<file path="config.mk">
export PLATFORM = sky130hd
export DESIGN_NAME = riscv_fetch_sequencer
export DESIGN_NICKNAME = d
export VERILOG_FILES = /design/src/rtl/riscv_pkg.sv /design/src/rtl/riscv_prog_ram.sv /design/src/rtl/riscv_fetch_sequencer.sv
export SDC_FILE = /design/constraint.sdc
export NUM_CORES = 1
export LEC_CHECK = 0
export ABC_CLOCK_PERIOD_IN_PS = 11900
export CORE_MARGIN = 5
export CORE_UTILIZATION = 43
export DETAILED_ROUTE_END_ITERATION = 10
export GPL_ROUTABILITY_DRIVEN = 0
export PLACE_DENSITY_LB_ADDON = 0.12
export SYNTH_ARGS = -nofsm -noshare
export SYNTH_HDL_FRONTEND = slang
export SYNTH_SLANG_ARGS = --single-unit
</file>
<file path="constraint.sdc">
create_clock -name clk -period 11.9 [get_ports clk]
set_input_delay 2.38 -clock clk [delete_from_list [all_inputs] [get_ports clk]]
set_output_delay 2.38 -clock clk [all_outputs]
set_load 0.03 [all_outputs]
</file>
<file path="src/rtl/riscv_pkg.sv">
// Shared definitions for the RISC-V fetch sequencer:
// the canonical NOP, the stop word, and the sequencer state encoding.
package riscv_pkg;

  localparam logic [31:0] RISCV_NOP = 32'h0000_0013;
  localparam logic [31:0] STOP_WORD = 32'h0000_0000;

  typedef enum logic [1:0] {
    SEQ_IDLE = 2'd0,
    SEQ_RUN  = 2'd1,
    SEQ_DONE = 2'd2
  } seq_state_e;

endpackage

</file>
<file path="src/rtl/riscv_prog_ram.sv">
// Program buffer: synchronous write, asynchronous read, no reset on the array
// so that its contents are simply undefined after power-up.
module riscv_prog_ram #(
  parameter int WIDTH = 32,
  parameter int DEPTH = 16,
  localparam int AW = $clog2(DEPTH)
) (
  input  logic             clk,
  input  logic             we,
  input  logic [AW-1:0]    waddr,
  input  logic [WIDTH-1:0] wdata,
  input  logic [AW-1:0]    raddr,
  output logic [WIDTH-1:0] rdata
);

  logic [WIDTH-1:0] mem_r [DEPTH];

  // Append port used by the host load handshake.
  always_ff @(posedge clk) begin
    if (we) begin
      mem_r[waddr] <= wdata;
    end
  end

  assign rdata = mem_r[raddr];

endmodule

</file>
<file path="src/rtl/riscv_fetch_sequencer.sv">
// Fetch sequencer: buffers a host-loaded program and feeds riscv_top one
// instruction per clock (free-run or single-step), padding idle cycles with NOP.
module riscv_fetch_sequencer
  import riscv_pkg::*;
#(
  parameter int WIDTH = 32,
  parameter int DEPTH = 16,
  localparam int AW = $clog2(DEPTH)
) (
  input  logic             clk,
  input  logic             rst,
  input  logic             load_valid,
  output logic             load_ready,
  input  logic [WIDTH-1:0] load_data,
  input  logic             start,
  input  logic             step,
  input  logic             halt_req,
  input  logic             clear,
  output logic [WIDTH-1:0] instr_out,
  output logic             instr_valid,
  output logic [AW-1:0]    pc,
  output logic [AW:0]      prog_len,
  output logic             busy,
  output logic             done
);

  localparam logic [AW:0]      FULL_LEN = (AW+1)'(DEPTH);
  localparam logic [AW:0]      ONE_LEN  = (AW+1)'(1);
  localparam logic [AW:0]      ZERO_LEN = (AW+1)'(0);
  localparam logic [WIDTH-1:0] NOP_W    = WIDTH'(RISCV_NOP);
  localparam logic [WIDTH-1:0] STOP_W   = WIDTH'(STOP_WORD);

  // The internal pointer has one extra bit so "pc == prog_len == DEPTH" is
  // distinguishable; the visible pc saturates at DEPTH-1 instead of wrapping.
  function automatic logic [AW-1:0] sat_pc(input logic [AW:0] p);
    logic [AW-1:0] r;
    if (p[AW]) begin
      r = {AW{1'b1}};
    end else begin
      r = p[AW-1:0];
    end
    return r;
  endfunction

  seq_state_e       state_r, state_s;
  logic [AW:0]      pc_r, pc_s;
  logic [AW:0]      plen_r, plen_s;
  logic [WIDTH-1:0] instr_r, instr_s;
  logic             valid_r, valid_s;
  logic [AW-1:0]    pc_out_r;
  logic             busy_r, done_r;

  logic             accept_s;
  logic [WIDTH-1:0] rdata_s;
  logic             stop_s;
  logic             last_s;
  logic             can_step_s;
  logic [AW:0]      plen_acc_s;

  assign load_ready = (state_r == SEQ_IDLE) && (plen_r < FULL_LEN);
  assign accept_s   = load_valid && load_ready;
  assign plen_acc_s = accept_s ? (plen_r + ONE_LEN) : plen_r;

  riscv_prog_ram #(
    .WIDTH (WIDTH),
    .DEPTH (DEPTH)
  ) u_prog_ram (
    .clk   (clk),
    .we    (accept_s),
    .waddr (plen_r[AW-1:0]),
    .wdata (load_data),
    .raddr (pc_r[AW-1:0]),
    .rdata (rdata_s)
  );

  assign stop_s     = (rdata_s == STOP_W);
  assign last_s     = (pc_r == (plen_r - ONE_LEN));
  assign can_step_s = (pc_r < plen_r);

  // Next-state, pointer and issue decode; halt_req > clear > start > step.
  always_comb begin
    state_s = state_r;
    pc_s    = pc_r;
    plen_s  = plen_acc_s;
    instr_s = NOP_W;
    valid_s = 1'b0;
    case (state_r)
      SEQ_IDLE: begin
        if (halt_req) begin
          state_s = SEQ_IDLE;
        end else if (clear) begin
          plen_s = ZERO_LEN;
          pc_s   = ZERO_LEN;
        end else if (start) begin
          // a word accepted in this same cycle counts toward a non-empty buffer
          if (plen_acc_s != ZERO_LEN) begin
            state_s = SEQ_RUN;
            pc_s    = ZERO_LEN;
          end else begin
            state_s = SEQ_IDLE;
          end
        end else if (step) begin
          if (can_step_s && !stop_s) begin
            instr_s = rdata_s;
            valid_s = 1'b1;
            pc_s    = pc_r + ONE_LEN;
          end else begin
            state_s = SEQ_DONE;
          end
        end else begin
          state_s = SEQ_IDLE;
        end
      end
      SEQ_RUN: begin
        if (halt_req) begin
          state_s = SEQ_IDLE;
        end else if (stop_s) begin
          state_s = SEQ_DONE;
        end else begin
          instr_s = rdata_s;
          valid_s = 1'b1;
          pc_s    = pc_r + ONE_LEN;
          if (last_s) begin
            state_s = SEQ_DONE;
          end else begin
            state_s = SEQ_RUN;
          end
        end
      end
      SEQ_DONE: begin
        if (halt_req) begin
          state_s = SEQ_DONE;
        end else if (clear) begin
          state_s = SEQ_IDLE;
          plen_s  = ZERO_LEN;
          pc_s    = ZERO_LEN;
        end else if (start && (plen_r != ZERO_LEN)) begin
          state_s = SEQ_RUN;
          pc_s    = ZERO_LEN;
        end else begin
          state_s = SEQ_DONE;
        end
      end
      default: begin
        state_s = SEQ_IDLE;
        pc_s    = ZERO_LEN;
        plen_s  = ZERO_LEN;
      end
    endcase
  end

  // State, pointers and registered outputs.
  always_ff @(posedge clk or negedge rst) begin
    if (!rst) begin
      state_r  <= SEQ_IDLE;
      pc_r     <= ZERO_LEN;
      plen_r   <= ZERO_LEN;
      instr_r  <= NOP_W;
      valid_r  <= 1'b0;
      pc_out_r <= {AW{1'b0}};
      busy_r   <= 1'b0;
      done_r   <= 1'b0;
    end else begin
      state_r  <= state_s;
      pc_r     <= pc_s;
      plen_r   <= plen_s;
      instr_r  <= instr_s;
      valid_r  <= valid_s;
      pc_out_r <= sat_pc(pc_s);
      busy_r   <= (state_s == SEQ_RUN);
      done_r   <= (state_s == SEQ_DONE);
    end
  end

  assign instr_out   = instr_r;
  assign instr_valid = valid_r;
  assign pc          = pc_out_r;
  assign prog_len    = plen_r;
  assign busy        = busy_r;
  assign done        = done_r;

endmodule

</file>
==> results_dict.tcl, run 1 <==
set metrics [dict create \
    outcome "finished clean" \
    crit_chain "buf_4 -> buf_4 -> mux4_2 -> a22o_1 -> a221oi_1 -> nand4_1 -> nor4_2 -> nand3_2 -> nand2_1 -> buf_4 -> clkinv_1 -> a21oi_1 -> o221ai_1" \
    dp.cells 1798 \
    fmax_mhz 169 \
    place_hpwl_um 28000 \
    min_period_ps 5910 \
    layout_commonest_cell "edfxtp_1" \
    setup_viol 0 \
    nNetsFinal 1235 \
    grt_pass1_vias 11200 \
    synth_area_leaders "edfxtp_1 (70%), mux4_2 (12%), dfrtp_1 (5.5%)" \
    port_buffers 83 \
    grt_use_met1 0.268 \
    grt_use_met3 0.0337 \
    fin_tns_setup_ps 0 \
    synthCells 1065 \
    cts_tree "done" \
    core-area_um2 50300 \
    rsz0062_at_grt "false" \
    cts_sinks 563 \
    mostFrequentLayoutCells "edfxtp_1 (512), mux4_2 (116), clkdlybuf4s50_1 (82)" \
    fin_crit_sh 0.497 \
    synth-seq-cells 563 \
    dp_slack_ps 5810 \
    clk_pin_slew_ps 60 \
    syn_area_um2 21900 \
    synth-seq-area-share 0.762 \
    wl_per_cell_um 27.5 \
    ys.flop_type "edfxtp_1" \
    die_width_um 235 \
    wirelength_um 52400 \
    cp.arrival_ps 6360 \
    route.vias.total 10700 \
    drtPass1Iterations 5 \
    power.total_mw 5.50 \
    synth_largest_area_cell "edfxtp_1" \
    synthesis.nets 1114 \
    first_iter_violations 954 \
    htreeDepth 2 \
    cts_buffer_depth 3 \
    grt_pass1_wl_um 76800 \
    cts_hold_buf 0 \
    crit_slowest_cell "buf_4" \
    crit_path_frequent_cell "buf_4" \
    track_usage 0.187 \
    syn_to_final_growth_pct 16.9 \
    viasPerCell 5.62 \
    worstMarginPinSlew_ps 981 \
    drc 0 \
    slowest_delay_ps 720 \
    drv_cap 0 \
    die_area_um2 55500 \
    post_cts_buffers 0 \
    ys_types 63 \
    antenna_found_initial 2 \
    die_h_um 235 \
    route.antenna.remaining_nets 0 \
    maxSlewViolCount 0 \
    synth_edf_count 512 \
    cts_resized 0 \
    synthArstFlopShare 0.0906 \
    end_kind "flip-flop" \
    initial_core_util 0.435 \
    grt_max_degree 80 \
    clk-insertion-delay-late_ps 610 \
    top_usage_layer "met2" \
    synth_top_cell_area_share 0.703 \
    power.leakage_nw 8.19 \
    setup_slack_ps 5990 \
    grt-ovfl-total 0 \
    power_density_nw_per_um2 215 \
    root_buffer "clkbuf_16" \
    crit_type "flip-flop to flip-flop" \
    crit_fanout 50 \
    io_pins 84 \
    finalHoldViolations 0 \
    yosysWarnings 0 \
    synth_area_per_cell_um2 20.5 \
    hold_path_class "flip-flop to flip-flop" \
    vdd_ir_drop_max_mv 0.144 \
    final_cell_count_no_fill 1906 \
    required_ps 12350 \
    num_rows 82 \
    grtUsageMet2 0.303 \
    startpoint_type "flip-flop" \
    numCtsBuffers 58 \
    drive_above_1_share 0.226 \
    skew_ps 16.9 \
    relSlewSlack 0.344 \
]
==> synth_stat cells, types with 5 or more instances <==
cell	number
a21oi_1	23
a221oi_1	21
a22o_1	11
a22oi_1	25
buf_1	7
buf_2	8
buf_4	5
buf_6	10
clkbuf_1	22
dfrtp_1	48
edfxtp_1	512
ha_1	10
inv_1	11
mux2i_1	36
mux4_2	116
nand2_1	34
nand4_1	5
nor2_1	41
nor2b_1	10
nor3_1	16
o21ai_0	10
xnor2_1	7
==> registers in the layout (all words and copies together) (netlist names) <==
register and count:
pc_r 5, pc 4, instr_out 32, instr_valid 1, state_r 2, done 1
u_prog_ram.mem_r 512, prog_len 5, busy 1
==> worst paths after layout <==
| check | from | end | slack, ps | depth (start not counted) |
|---|---|---|---|---|
| setup / recovery | pc_r[1] | pc[1] | 5990 | 13 |
| hold / removal | pc_r[2] | instr_out[0] | 590 | 1 |
| setup reg to reg | pc_r[1] | pc[1] | 5990 | 13 |
| hold reg to reg | pc_r[2] | instr_out[0] | 590 | 1 |
| max in group asynchronous | rst | pc_r[0] | 9280 | 2 |
| min in group asynchronous | rst | done | 1990 | 2 |
==> routing by layer <==
layer	part of all wire	routed length, um
met4	0.022	1150
met5	0.00023	12
met3	0.045	2360
met1	0.45	23500
met2	0.48	25400
==> cell type report <==
cell class                      instances  area (um^2)
Tap cell                              672          841
Multi-Input combinational cell        433         4940
Fill cell                            4137        24700
Clock inverter                         24          343
Inverter                               14         52.6
Clock buffer                           83         1630
Antenna cell                            1         2.50
Sequential cell                       563        16700
Timing Repair Buffer                  116         1090
==> through the flow <==
stage           util  instance area, um^2  hold slack (ps)
2_1_floorplan      -                21900              580
3_3_place_gp   0.469                23600              593
3_5_place_dp   0.469                23600              589
4_1_cts        0.508                25500              595
5_1_grt        0.508                25500              601
6_report       0.508                25500              587
==> critical path, delay by kind of cell, from the launching register on <==
kind / cells / cell delay, ps
buffers and inverters: 4 / 2250
AND/OR/NAND/NOR: 4 / 1220
AO/OA/AOI/OAI: 4 / 1120
flip-flops: 1 / 670
multiplexers: 1 / 400
==> where the power goes <==
group	leakage [nW]	internal [mW]	switching [mW]	total, mW
logic	1.93	0.550	0.657	1.21
registers	5.31	2.32	0.112	2.43
clock network	0.951	1.12	0.741	1.86
total	8.19	3.99	1.51	5.50
==> cell families (layout without fill, tap and decap cells) <==
logic type,after synthesis,count (layout),synth area share
AO/OA/AOI/OAI,122,122,0.0417
XOR/XNOR,7,7,0.00280
adder cells (fa/ha/maj),10,10,0.00572
buffers and inverters,69,237,0.0181
flip-flops,563,563,0.762
multiplexers,156,156,0.138
other,0,1,0
AND/OR/NAND/NOR,138,138,0.0319
(Power assumes the default switching activity.)
==> run 2, diff against run 1 <==
Settings changed: ABC_CLOCK_PERIOD_IN_PS 11900 to 5450.
Clock period 11.9 ns to 5.45 ns, I/O delays scaled along.
==> run 2 against run 1 <==
Hold slack improved by 14 ps. Wire length rose by 3.4%. Sequential cell count did not move. Die area did not move. Largest cell class unchanged. Clock power rose by 110%.
==> results_dict.tcl, run 2 (synthesized netlist as in run 1, its figures left out) <==
set metrics [dict create \
    outcome "finished clean" \
    clk-insertion-delay-late_ps 600 \
    cts_resized 0 \
    drive_above_1_share 0.231 \
    htreeDepth 2 \
    clk_pin_slew_ps 60 \
    grt_pass1_vias 11400 \
    setup_slack_ps 841 \
    first_iter_violations 986 \
    power_density_nw_per_um2 466 \
    dp_slack_ps 889 \
    required_ps 5880 \
    post_cts_buffers 0 \
    route.antenna.remaining_nets 0 \
    die_area_um2 55500 \
    startpoint_type "flip-flop" \
    die_width_um 235 \
    layout_commonest_cell "edfxtp_1" \
    whs_ps 601 \
    antenna_found_initial 1 \
    cts_hold_buf 0 \
    core-area_um2 50300 \
    cts_buffer_depth 3 \
    largest_register_ffs 512 \
    crit_type "flip-flop to flip-flop" \
    cp.arrival_ps 5040 \
    drv_cap 0 \
    syn_to_final_growth_pct 16.9 \
    rsz0062_at_grt "false" \
    final_core_util 0.509 \
    setup_viol 0 \
    drtPass1Iterations 6 \
    wirelength_met1_um 25000 \
    antenna_cells 0 \
    finalHoldViolations 0 \
    regMostFlops "u_prog_ram.mem_r" \
    skew_ps 21.8 \
    worstMarginPinSlew_ps 1140 \
    wirelength_um 54100 \
    port_buffers 83 \
    power.total_mw 11.9 \
    io_pins 84 \
    route.vias.total 10900 \
    initial_core_util 0.435 \
    num_rows 82 \
    reg2reg_slack_ps 840 \
    wl_per_cell_um 28.3 \
    numCtsBuffers 56 \
    topRoutingLayerUsed "met4" \
    mostFrequentLayoutCells "edfxtp_1 (512), mux4_2 (116), clkdlybuf4s50_1 (82)" \
    cts_tree "done" \
    fin_tns_setup_ps 0 \
    viasPerCell 5.70 \
    cts_sinks 563 \
    hold_path_class "primary input to asynchronous set/reset pin" \
    track_usage 0.193 \
    end_kind "flip-flop" \
    fin_crit_sh 0.846 \
    grt_max_degree 54 \
    grt-ovfl-total 0 \
    min_period_ps 4610 \
    nNetsFinal 1248 \
    relSlewSlack 0.236 \
    root_buffer "clkbuf_16" \
    wl_met2_um 25500 \
    crit_fanout 28 \
    drc 0 \
    die_h_um 235 \
    fmax_mhz 217 \
    place_hpwl_um 30100 \
    maxSlewViolCount 0 \
    vdd_ir_drop_max_mv 0.232 \
    power.leakage_nw 8.23 \
    route.met3.wl_um 2720 \
    grt_pass1_wl_um 79200 \
]
[run 2: layer usage]
layer	GRT usage	vias up
met5	0	-
met4	0.0401	0
met3	0.0364	63
met2	0.303	317
met1	0.288	5865
li1	-	4682
[run 2: worst max-delay path, stage by stage (launching register included)]
cell	delay (ps)
dfrtp_4	760
buf_4	360
mux4_2	540
mux4_2	530
or3_1	480
nor4_2	460
nand3_2	320
nand2_1	180
buf_4	460
o32a_1	230
o21ai_0	120
[run 2: cell type report]
type,count,area [um^2]
repair buffers,131,1240
flip-flops and latches,563,16700
clock inverters,31,305
inverters,14,52.6
multi-input cells,433,4940
fillers,4051,24700
well taps,672,841
clock buffers,72,1530
[run 2: final timing paths]
path / cells after the start / start / to
worst min-delay path: 1 / rst / instr_out[5]
min in group clk: 2 / prog_len[4] / prog_len[4]
max in group asynchronous: 2 / rst / pc_r[1]
worst max register to register: 10 / pc_r[0] / pc_r[2]
worst max-delay path: 10 / pc_r[0] / pc_r[2]
worst min register to register: 2 / prog_len[4] / prog_len[4]
[run 2: stage by stage]
stage / area [um^2] / std cells
global placement: 23700 / 1813
floorplan: 21900 / 1065
CTS: 25600 / 1916
finish: 25600 / 1916
detailed placement: 23700 / 1813
global route: 25600 / 1916
[run 2: where the power goes]
group          leakage [nW]  switching, mW  internal [mW]
Combinational          2.02           1.52           1.26
Sequential             5.31          0.207           5.06
Clock                 0.905           1.60           2.26
==> run 3, diff against run 2 <==
Settings changed: ABC_CLOCK_PERIOD_IN_PS 5450 to 4600.
Clock period 5.45 ns to 4.6 ns, I/O delays scaled along.
==> run 3 against run 2 <==
Clock skew rose by 6.1 ps. Via count fell by 0.23%. Clock power rose by 16%. Wire length fell by 0.97%. Sequential cell count did not move. Global-route usage barely moved. Utilization rose by 0.26 points. Hold slack got worse by 170 ps. Worst setup slack got worse by 430 ps. Die area did not move. Final cell count rose by 0.78%. Critical path type unchanged. Largest cell class unchanged.
==> results_dict.tcl, run 3 (synthesized netlist as in run 1, its figures left out) <==
set metrics [dict create \
    p_int_mw 10.1 \
    viasPerCell 5.65 \
    drv_cap 0 \
    vdd_ir_drop_max_mv 0.299 \
    crit_slowest_cell "dfrtp_4" \
    root_buffer "clkbuf_16" \
    track_usage 0.193 \
    fin_tns_setup_ps 0 \
    first_iter_violations 960 \
    die_area_um2 55500 \
    min_period_ps 4190 \
    critical-path-top-delay-family "simple AND/OR/NAND/NOR gates" \
    antenna_found_initial 1 \
    grt_use_met3 0.0334 \
    skew_ps 27.9 \
    worstMarginPinSlew_ps 896 \
    initial_core_util 0.435 \
    startpoint_type "flip-flop" \
    relSlewSlack 0.402 \
    wirelength_um 53600 \
    reg2reg_slack_ps 410 \
    drc 0 \
    seq_power_share 0.440 \
    io_pins 84 \
    clk-insertion-delay-late_ps 610 \
    top_usage_layer "met2" \
    power.leakage_nw 8.28 \
    numCtsBuffers 58 \
    route.vias.total 10900 \
    worst_r2r_path_depth 10 \
    hold_path_class "primary input to asynchronous set/reset pin" \
    required_ps 5070 \
    rsz0062_at_grt "false" \
    cp.arrival_ps 4660 \
    final_core_util 0.511 \
    num_rows 82 \
    drtPass1Iterations 5 \
    dp.cells 1822 \
    fmax_mhz 239 \
    slowest_delay_ps 590 \
    r2r_start "pc_r[0]" \
    grt_pass1_wl_um 79300 \
    layout_commonest_cell "edfxtp_1" \
    htreeDepth 2 \
    drive_above_1_share 0.234 \
    end_kind "flip-flop" \
    power.switching_mw 3.94 \
    clk_pin_slew_ps 60 \
    crit_type "flip-flop to flip-flop" \
    finalHoldViolations 0 \
    cts_resized 0 \
    cts_buffer_depth 3 \
    setup_viol 0 \
    clkPwrFrac 0.319 \
    r2r-end "pc[3]" \
    route.antenna.remaining_nets 0 \
    crit_path_frequent_cell "or4_1" \
    crit_chain "buf_12 -> mux4_2 -> a22oi_1 -> nand2_1 -> or4_1 -> nor4_4 -> nand3_2 -> or2b_1 -> nor2_1 -> or4_1" \
    grt_pass1_vias 11400 \
    outcome "finished clean" \
    die_h_um 235 \
    crit_fanout 36 \
    post_cts_buffers 0 \
    p_comb_frac 0.241 \
    cts_tree "done" \
    syn_to_final_growth_pct 17.5 \
    place_hpwl_um 31100 \
    cts_hold_buf 0 \
    final_cell_count_no_fill 1931 \
    nNetsFinal 1259 \
    grt_use_met1 0.280 \
    die_width_um 235 \
    port_buffers 83 \
    core-area_um2 50300 \
    path_depth 10 \
    cts_sinks 563 \
    regMostFlops "u_prog_ram.mem_r" \
    maxSlewViolCount 0 \
    largest_register_ffs 512 \
    power_density_nw_per_um2 548 \
    grtUsageMet2 0.312 \
    mostFrequentLayoutCells "edfxtp_1 (512), mux4_2 (116), clkdlybuf4s50_1 (82)" \
    grt-ovfl-total 0 \
    fin_crit_sh 0.910 \
    worst-path-buf-inv 1 \
    p_sw_frac 0.280 \
    grt_max_degree 37 \
    wl_per_cell_um 27.8 \
]
==> run 3: final cells by class <==
cell class / count / area, um^2
fillers: 4074 / 24600
flip-flops and latches: 563 / 16700
multi-input cells: 433 / 4940
clock buffers: 75 / 1550
repair buffers: 140 / 1390
well taps: 672 / 841
clock inverters: 33 / 269
inverters: 14 / 52.6
diodes: 1 / 2.50
==> run 3: worst max path at each step <==
stage                                   to       start
global route                         pc[3]     pc_r[0]
detailed placement                   pc[3]     pc_r[0]
finish                               pc[3]     pc_r[0]
global placement                     pc[3]     pc_r[0]
floorplan           u_prog_ram.mem_r[3][0]  load_valid
CTS                                  pc[3]     pc_r[0]
==> run 3: power groups by stage <==
stage,clock network (mW),registers (mW),logic (mW)
finish,4.49,6.20,3.39
global route,4.82,6.24,3.66
CTS,4.60,6.21,3.46
detailed placement,0,6.31,3.45
global placement,0,6.31,3.43
floorplan,0,6.35,2.29
==> run 3: per-stage QoR <==
stage | instance area, um^2 | hold slack [ps] | worst slack (ps) | power, mW
finish | 25700 | 431 | 412 | 14.1
global route | 25700 | 466 | 151 | 14.7
CTS | 25700 | 423 | 399 | 14.3
detailed placement | 23900 | 687 | 421 | 9.76
global placement | 23900 | 681 | 487 | 9.74
floorplan | 21900 | 580 | 175 | 8.64
==> run 3: per-layer routing <==
layer / up-vias / share of wire
li1: 4719 / -
met5: - / 0
met4: 0 / 0.016
met2: 241 / 0.49
met3: 58 / 0.043
met1: 5884 / 0.45
